<file path="config.mk">
export PLATFORM = sky130hd
export DESIGN_NAME = oam_dma
export DESIGN_NICKNAME = d
export VERILOG_FILES = /design/src/rtl/nes_bus_pkg.sv /design/src/rtl/oam_dma.sv
export SDC_FILE = /design/constraint.sdc
export NUM_CORES = 1
export LEC_CHECK = 0
export ABC_AREA = 0
export CAP_MARGIN = 10
export CORE_ASPECT_RATIO = 1.75
export CORE_MARGIN = 4
export CORE_UTILIZATION = 50
export CTS_CLUSTER_DIAMETER = 100
export DETAILED_ROUTE_END_ITERATION = 7
export DONT_BUFFER_PORTS = 1
export PLACE_DENSITY = 0.71
export SLEW_MARGIN = 20
export SYNTH_ARGS = -nofsm -noshare
export SYNTH_HDL_FRONTEND = slang
export SYNTH_SLANG_ARGS = --single-unit
export TNS_END_PERCENT = 50
</file>
<file path="constraint.sdc">
create_clock -name clk_ph1 -period 2.79 [get_ports clk_ph1]
set_clock_uncertainty 0.1 [all_clocks]
set_input_delay 0.279 -clock clk_ph1 [delete_from_list [all_inputs] [get_ports clk_ph1]]
set_output_delay 0.279 -clock clk_ph1 [all_outputs]
set_load 0.02 [all_outputs]
</file>
<file path="src/rtl/nes_bus_pkg.sv">
// ---------------------------------------------------------------------------
// nes_bus_pkg
// Shared definitions for blocks that master or snoop the NES CPU bus.
//   DMA_REG_ADDR_DEFAULT  : CPU write address that starts a sprite DMA
//   OAM_DATA_ADDR_DEFAULT : PPU OAM data port written by the DMA
//   dma_state_t           : OAM DMA sequencer states
// ---------------------------------------------------------------------------
package nes_bus_pkg;

    localparam logic [15:0] DMA_REG_ADDR_DEFAULT  = 16'h4014;
    localparam logic [15:0] OAM_DATA_ADDR_DEFAULT = 16'h2004;

    typedef enum logic [2:0] {
        DMA_IDLE,
        DMA_HALT,
        DMA_ALIGN,
        DMA_READ,
        DMA_WRITE
    } dma_state_t;

endpackage

</file>
<file path="src/rtl/oam_dma.sv">
// ---------------------------------------------------------------------------
// oam_dma
// Sprite DMA engine. A CPU write to DMA_REG_ADDR latches a page number,
// halts the CPU, then copies 256 bytes from {page, 8'h00..8'hFF} to the
// OAM data port, one read cycle followed by one write cycle per byte.
// The bus multiplexer is inline: the CPU owns the bus except in READ/WRITE.
//
// Ports
//   clk_ph1    in   1  system clock, all state changes on rising edge
//   rst        in   1  asynchronous active-high reset
//   cpu_addr   in  16  CPU address bus
//   cpu_dout   in   8  CPU write data
//   cpu_r_nw   in   1  CPU read(1)/write(0)
//   bus_din    in   8  read data returned from the shared bus
//   rdy        out  1  CPU ready, low halts the CPU
//   addr_bus   out 16  muxed bus address
//   data_out   out  8  muxed bus write data
//   r_nw       out  1  muxed bus direction
//   dma_active out  1  high while the DMA owns the bus
//
// Build option
//   OAM_DMA_ALIGN_EN : when defined, a free-running parity flop forces every
//                      READ onto an even cycle, inserting one ALIGN cycle
//                      when needed (513 or 514 halted cycles). When not
//                      defined, HALT goes straight to READ (always 513).
// ---------------------------------------------------------------------------
module oam_dma
    import nes_bus_pkg::*;
#(
    parameter logic [15:0] DMA_REG_ADDR  = DMA_REG_ADDR_DEFAULT,
    parameter logic [15:0] OAM_DATA_ADDR = OAM_DATA_ADDR_DEFAULT
) (
    input  logic        clk_ph1,
    input  logic        rst,
    input  logic [15:0] cpu_addr,
    input  logic [7:0]  cpu_dout,
    input  logic        cpu_r_nw,
    input  logic [7:0]  bus_din,
    output logic        rdy,
    output logic [15:0] addr_bus,
    output logic [7:0]  data_out,
    output logic        r_nw,
    output logic        dma_active
);

    dma_state_t state;
    dma_state_t state_next;

    logic [7:0] page;       // source page, high byte of every read address
    logic [7:0] cnt;        // byte index, low byte of every read address
    logic [7:0] data_byte;  // byte carried from READ to the following WRITE
    logic       trigger;
    logic       last_byte;

    // Only a write seen while idle starts a transfer; writes to the DMA
    // register during HALT/READ/WRITE are simply passed through and ignored.
    assign trigger   = (state == DMA_IDLE) && !cpu_r_nw && (cpu_addr == DMA_REG_ADDR);
    assign last_byte = (cnt == 8'hFF);

`ifdef OAM_DMA_ALIGN_EN
    logic parity;

    // Free-running even/odd cycle marker; READ may only occur with parity=0.
    always_ff @(posedge clk_ph1 or posedge rst) begin
        if (rst) begin
            parity <= 1'b0;
        end else begin
            parity <= ~parity;
        end
    end
`endif

    // NOTE: clocked state uses non-blocking assignments so every register
    // samples the pre-edge values, independent of block evaluation order.
    always_ff @(posedge clk_ph1 or posedge rst) begin
        if (rst) begin
            state <= DMA_IDLE;
        end else begin
            state <= state_next;
        end
    end

    always_ff @(posedge clk_ph1 or posedge rst) begin
        if (rst) begin
            page      <= 8'h00;
            cnt       <= 8'h00;
            data_byte <= 8'h00;
        end else begin
            if (trigger) begin
                page <= cpu_dout;
                cnt  <= 8'h00;
            end
            if (state == DMA_READ) begin
                data_byte <= bus_din;
            end
            if (state == DMA_WRITE) begin
                cnt <= cnt + 8'h01;
            end
        end
    end

    // NOTE: every output of this block gets a default before the case so no
    // path leaves a signal unassigned, which would otherwise infer a latch.
    always_comb begin
        state_next = state;
        rdy        = 1'b0;
        dma_active = 1'b0;
        addr_bus   = cpu_addr;
        data_out   = cpu_dout;
        r_nw       = cpu_r_nw;

        unique case (state)
            DMA_IDLE: begin
                rdy = 1'b1;
                if (trigger) begin
                    state_next = DMA_HALT;
                end
            end

            // The CPU only stops on a read cycle, so pending writes keep us
            // here; the first read cycle is the dummy cycle.
            DMA_HALT: begin
                if (cpu_r_nw) begin
`ifdef OAM_DMA_ALIGN_EN
                    // parity toggles at this edge: parity=1 now means the
                    // next cycle is even and READ may start immediately.
                    state_next = parity ? DMA_READ : DMA_ALIGN;
`else
                    state_next = DMA_READ;
`endif
                end
            end

`ifdef OAM_DMA_ALIGN_EN
            DMA_ALIGN: begin
                state_next = DMA_READ;
            end
`endif

            DMA_READ: begin
                dma_active = 1'b1;
                addr_bus   = {page, cnt};
                r_nw       = 1'b1;
                state_next = DMA_WRITE;
            end

            DMA_WRITE: begin
                dma_active = 1'b1;
                addr_bus   = OAM_DATA_ADDR;
                data_out   = data_byte;
                r_nw       = 1'b0;
                state_next = last_byte ? DMA_IDLE : DMA_READ;
            end

            default: begin
                state_next = DMA_IDLE;
            end
        endcase
    end

endmodule

</file>
After elaboration in Yosys (flattened, before gate mapping)
Cells that the tools add are included.
- $add $sub $neg: 1
- multipliers: 0
- divide/modulo/power cells: 0
- magnitude comparators: 0
- eq/ne operators: 7
- shift-type cells: 0
- mux-type cells: 11
- bitwise operators: 0
- reduce and logical (&&, ||, !) cells: 7
- operators by type and width (kind ; number):
    16-bit one-hot mux with 2 select lines ; 1
    8-bit 2-to-1 mux ; 3
    16-bit by 15-bit == test with 1-bit output, second input constant ; 1
    3-bit one-hot mux with 4 select lines ; 1
    8-bit by 1-bit adder with 8-bit output, second input constant ; 1
    8-bit == test, second input constant ; 1
    3-bit 2-to-1 mux ; 2
    2-bit inequality test, second input constant ; 2
    3-bit by 1-bit == test with 1-bit output, second input constant ; 1
    3-bit by 2-bit == test with 1-bit output, second input constant ; 1
    3-bit == test, second input constant ; 1
    3-bit logical NOT ; 1
    1-bit logical AND ; 2
    1-bit 2-to-1 mux ; 2
    2-bit 2-to-1 mux ; 1
    1-bit one-hot mux with 2 select lines ; 1
    2-bit AND reduction ; 1
    2-bit nonzero test ; 1
    2-bit OR reduction ; 1
    1-bit logical NOT ; 1
- bits in registers: 27
- bits in latches: 0
- memory bits (writable): 0
- ROM bits: 0
- input bits: 35
- output and inout bits: 27
- word-level logic and storage cells: 30
- memories: 0

Longest topological paths before layout
- depth in word-level cells: 5
- gate-level depth with buffers: 6
- depth with buffers taken out: 6

Worst setup path after synthesis
Ideal clock, no wire load.
- path kind: register -> register
- from: reg state[2]
- to: reg page[0]
- setup time: 0.125 ns
- arrival: 1.604 ns
- required time: 2.565 ns
- path slack: 0.961 ns
- stages on the path, launching flop included: 5
- buffers on the path: 0
- clock period less this slack: 1.829 ns
- cell sequence: dfrtp_1 -> nor3_2 -> nand4_4 -> nor2_8 -> mux2_4
- longest elaborated chain between the ends: 3
- RTL lines (what ; RTL line ; source):
    start: declaration ; oam_dma.sv:46 ; dma_state_t state;
    start signal: assignment ; oam_dma.sv:79 ; state <= state_next;
    3-bit logical NOT ; oam_dma.sv:57 ; assign trigger = (state == DMA_IDLE) && !cpu_r_nw && (cpu_addr == DMA_REG_ADDR);
    1-bit logical AND (2 in series) ; oam_dma.sv:57 ;
    end signal: assignment ; oam_dma.sv:90 ; page <= cpu_dout;
    end: declaration ; oam_dma.sv:49 ; logic [7:0] page;
No other way between the ends.
A chain may end at the register's enable or synchronous reset.

Worst setup path after layout
- from: reg state[0]
- to: out addr_bus[13]
- longest elaborated chain between the ends: 2
- elaborated cells between the ends (all ways): 3
- those cells by class: eq/ne (2); mux (1)
- RTL lines (what ; RTL line ; source):
    3-bit == test / 3-bit by 2-bit == test with 1-bit output (equally long branches) ; oam_dma.sv:112 ; unique case (state)
    16-bit one-hot mux with 2 select lines (*) ; oam_dma.sv:112 ;
    end: declaration ; oam_dma.sv:40 ; output logic [15:0] addr_bus,
Every way passes the cells marked *; elsewhere a longest branch is shown, timed or not.

==> qor.csv <==
metric,value,unit
cts.root.buffer_cell,clkbuf_8,
leakage,0.8466,nW
post_cts_resized,0,
timing.critical_path.to_type,primary output,
timing.hold.ws,0.004760,ns
cp-startpoint,state[0],
grt_pass1_vias,1378,
num_io_pins,62,
max_slew_margin,0.3590,
maximum_number_of_pins_on_one_net_before_global_route_repair,28,
insertedDiodeCount,0,
fp.dieH,82.37,um
finalHoldViolations,0,
final_cell_mix,"nand2_1 (57), dfrtp_1 (27), a22o_1 (14), mux2_4 (8)",
dr_total_vias,1277,
dpl.hpwl,3.099,mm
rsz0062_at_grt,false,
drt-total-wl,4.088,mm
hold_startpoint,bus_din[4],
finish.net_count,209,
timing.reg2reg.worst_path_depth,4,
netlist_area_before_placement,1580,um^2
sequentialPowerShare,0.577,
net_sw_power,0.1753,mW
synth_seq_cells,27,
die_outline_area,4159,um^2
power.ir.vdd_worst,0.3701,mV
cts_post_setup_buffers_inserted,0,
std_cell_rows,26,
mostFrequentLayoutCell,nand2_1,
power.internal,0.5177,mW
synth.lib_cells_used.distinct,37,
initial_core_util,0.5280,
area.growth.synth_to_final,7.918,%
first_iter_violations,31,
min_period_over_period,0.8230,
post-layout-total-power,0.6929,mW
setup-tns-final,0,ns
slowest_stage,nor2_2,
gr-total-overflow,0,
number_of_warning_messages_in_the_yosys_log,0,
arrival,1.92,ns
class_of_the_tightest_hold_or_removal_check,in -> reg,
viasPerCell,5.967,
buffer_ports.inserted,0,
grt_first_pass_wirelength,6.561,mm
worstMarginPinSlew,0.9556,ns
gpl.final_weighted_congestion,0.8365,
finalCriticalPeriod,2.296,ns
number_of_iterations_in_the_first_detailed_routing_pass,4,
globalRouteTotalUtil,0.2068,
ctsHtreeMaxLevel,1,
synthesis.area_per_instance,9.463,um^2
die-width,50.50,um
synth.yosys.seq_area_share,0.4276,
postLayoutCoreUtil,0.5698,
min_path_cells,2,
outcome,completed,
cts-hold-fix-buffers,2,
path_clk_slew,0.10,ns
final_layout_size_suffix_gt1_frac,0.1628,
cp.required,2.41,ns
pwr-share-clk,0.327,
cp_max_fo,15,
clock-sinks,27,
antenna_viol_nets_final,0,
ctsLongestPathBuffers,2,
drv_slew,0,
number_of_antenna_violations_at_the_first_check_in_global_routing,0,
max_cap_violations,0,
timing.final.setup_violations,0,
max_stage_delay,0.49,ns
power_per_unit_of_standard_cell_area,406.3,nW/um^2
comb_power_share,0.096,
core_area,2993,um^2
syn-instance-count,167,
total_cts_buffers,3,
cts_tree,yes,
clock.fmax,435.5,MHz
power_switching_share,0.2529,
drc,0,
clock_insertion_delay_worst_skew,0.28,ns
crit-reg2reg-launch,state[2],
timing.critical_path.cells,"nand2_1, or2_1, inv_2, nor2_2, inv_1, o22a_1",
path_class,reg -> out,
drt-wirelength-per-cell,19.10,um
critical_path_startpoint_category,flop,
synth_nets,203,
-- metal layers --
layer  global-route usage  share of wire  wire, um
met5                    0              0         0
met4              0.06469          0.010        42
met3              0.04488          0.073       300
met2               0.3796           0.53      2170
met1               0.2362           0.39      1575
-- cells in the mapped netlist (all sizes together) --
| library cell | instances | area, um^2 |
|---|---|---|
| nand2 | 57 | 214.0 |
| dfrtp | 27 | 675.7 |
| a22o | 14 | 122.6 |
| inv | 8 | 30.03 |
| mux2 | 8 | 120.1 |
| nor2 | 7 | 45.05 |
| o211ai | 6 | 45.04 |
| nand3 | 5 | 25.02 |
| o21ai | 5 | 28.78 |
| buf | 4 | 26.27 |
| or3 | 3 | 18.77 |
| and3 | 2 | 12.51 |
| clkbuf | 2 | 7.510 |
| nor3 | 2 | 15.01 |
| nor4b | 2 | 38.78 |
| or2 | 2 | 12.52 |
| ha | 1 | 12.51 |
| mux2i | 1 | 10.01 |
| nand3b | 1 | 11.26 |
| nand4 | 1 | 21.27 |
| nor2b | 1 | 6.260 |
| nor3b | 1 | 12.51 |
| nor4 | 1 | 21.27 |
| o22a | 1 | 8.760 |
| o22ai | 1 | 6.260 |
| o311ai | 1 | 8.760 |
| o31ai | 1 | 7.510 |
| or4 | 1 | 7.510 |
| xnor2 | 1 | 8.760 |
-- final cells by class --
class,count,area [um^2]
multi-input combinational,126,840.8
inverter,8,30.03
sequential,27,675.6
timing repair buffer,7,60.06
clock inverter,1,5.005
clock buffer,3,41.29
tap,42,52.55
fill,296,1287
-- flip-flops by register name, summed over array words and instances (netlist names) --
signal / count
page: 8
state: 3
cnt: 8
data_byte: 8
-- stage by stage --
stage                     cells  instance area (um^2)  setup WS (ns)
after floorplan             167                  1580         0.9607
after global placement      207                  1629         0.8620
after detailed placement    207                  1629         0.7884
after CTS                   213                  1695         0.4730
after global routing        214                  1705         0.3675
final                       214                  1705         0.4939
-- power by group through the flow --
stage	Sequential, mW	Combinational [mW]	Clock, mW
global placement	0.407	0.0635	0
CTS	0.400	0.0666	0.229
finish	0.400	0.0665	0.226
detailed placement	0.408	0.0643	0
floorplan	0.407	0.0573	0
global route	0.401	0.0718	0.247
-- worst max-delay path, delay by kind of cell, from the launching register on --
kind	cells	cell delay, ns
buffers and inverters	2	0.19
AO/OA/AOI/OAI	1	0.30
flip-flops	1	0.45
AND/OR/NAND/NOR	3	0.71
-- kinds of logic (layout without fill, tap and decap cells) --
family,count (synthesis),after routing,share of synthesized area
fa+ha+maj,1,1,0.007916
xor+xnor,1,1,0.005543
simple gates,86,86,0.2922
compound gates,29,29,0.1441
flops,27,27,0.4276
buf+inv,14,19,0.04038
mux,9,9,0.08235
-- final timing paths --
check	endpoint	slack (ns)
hold reg to reg	data_byte[6]	0.39
setup / recovery	addr_bus[13]	0.49
setup reg to reg	page[0]	0.84
hold / removal	data_byte[4]	0.005
max in group asynchronous	state[2]	1.69
min in group asynchronous	cnt[2]	0.44
Note: power is estimated with default switching activity, not from simulation.
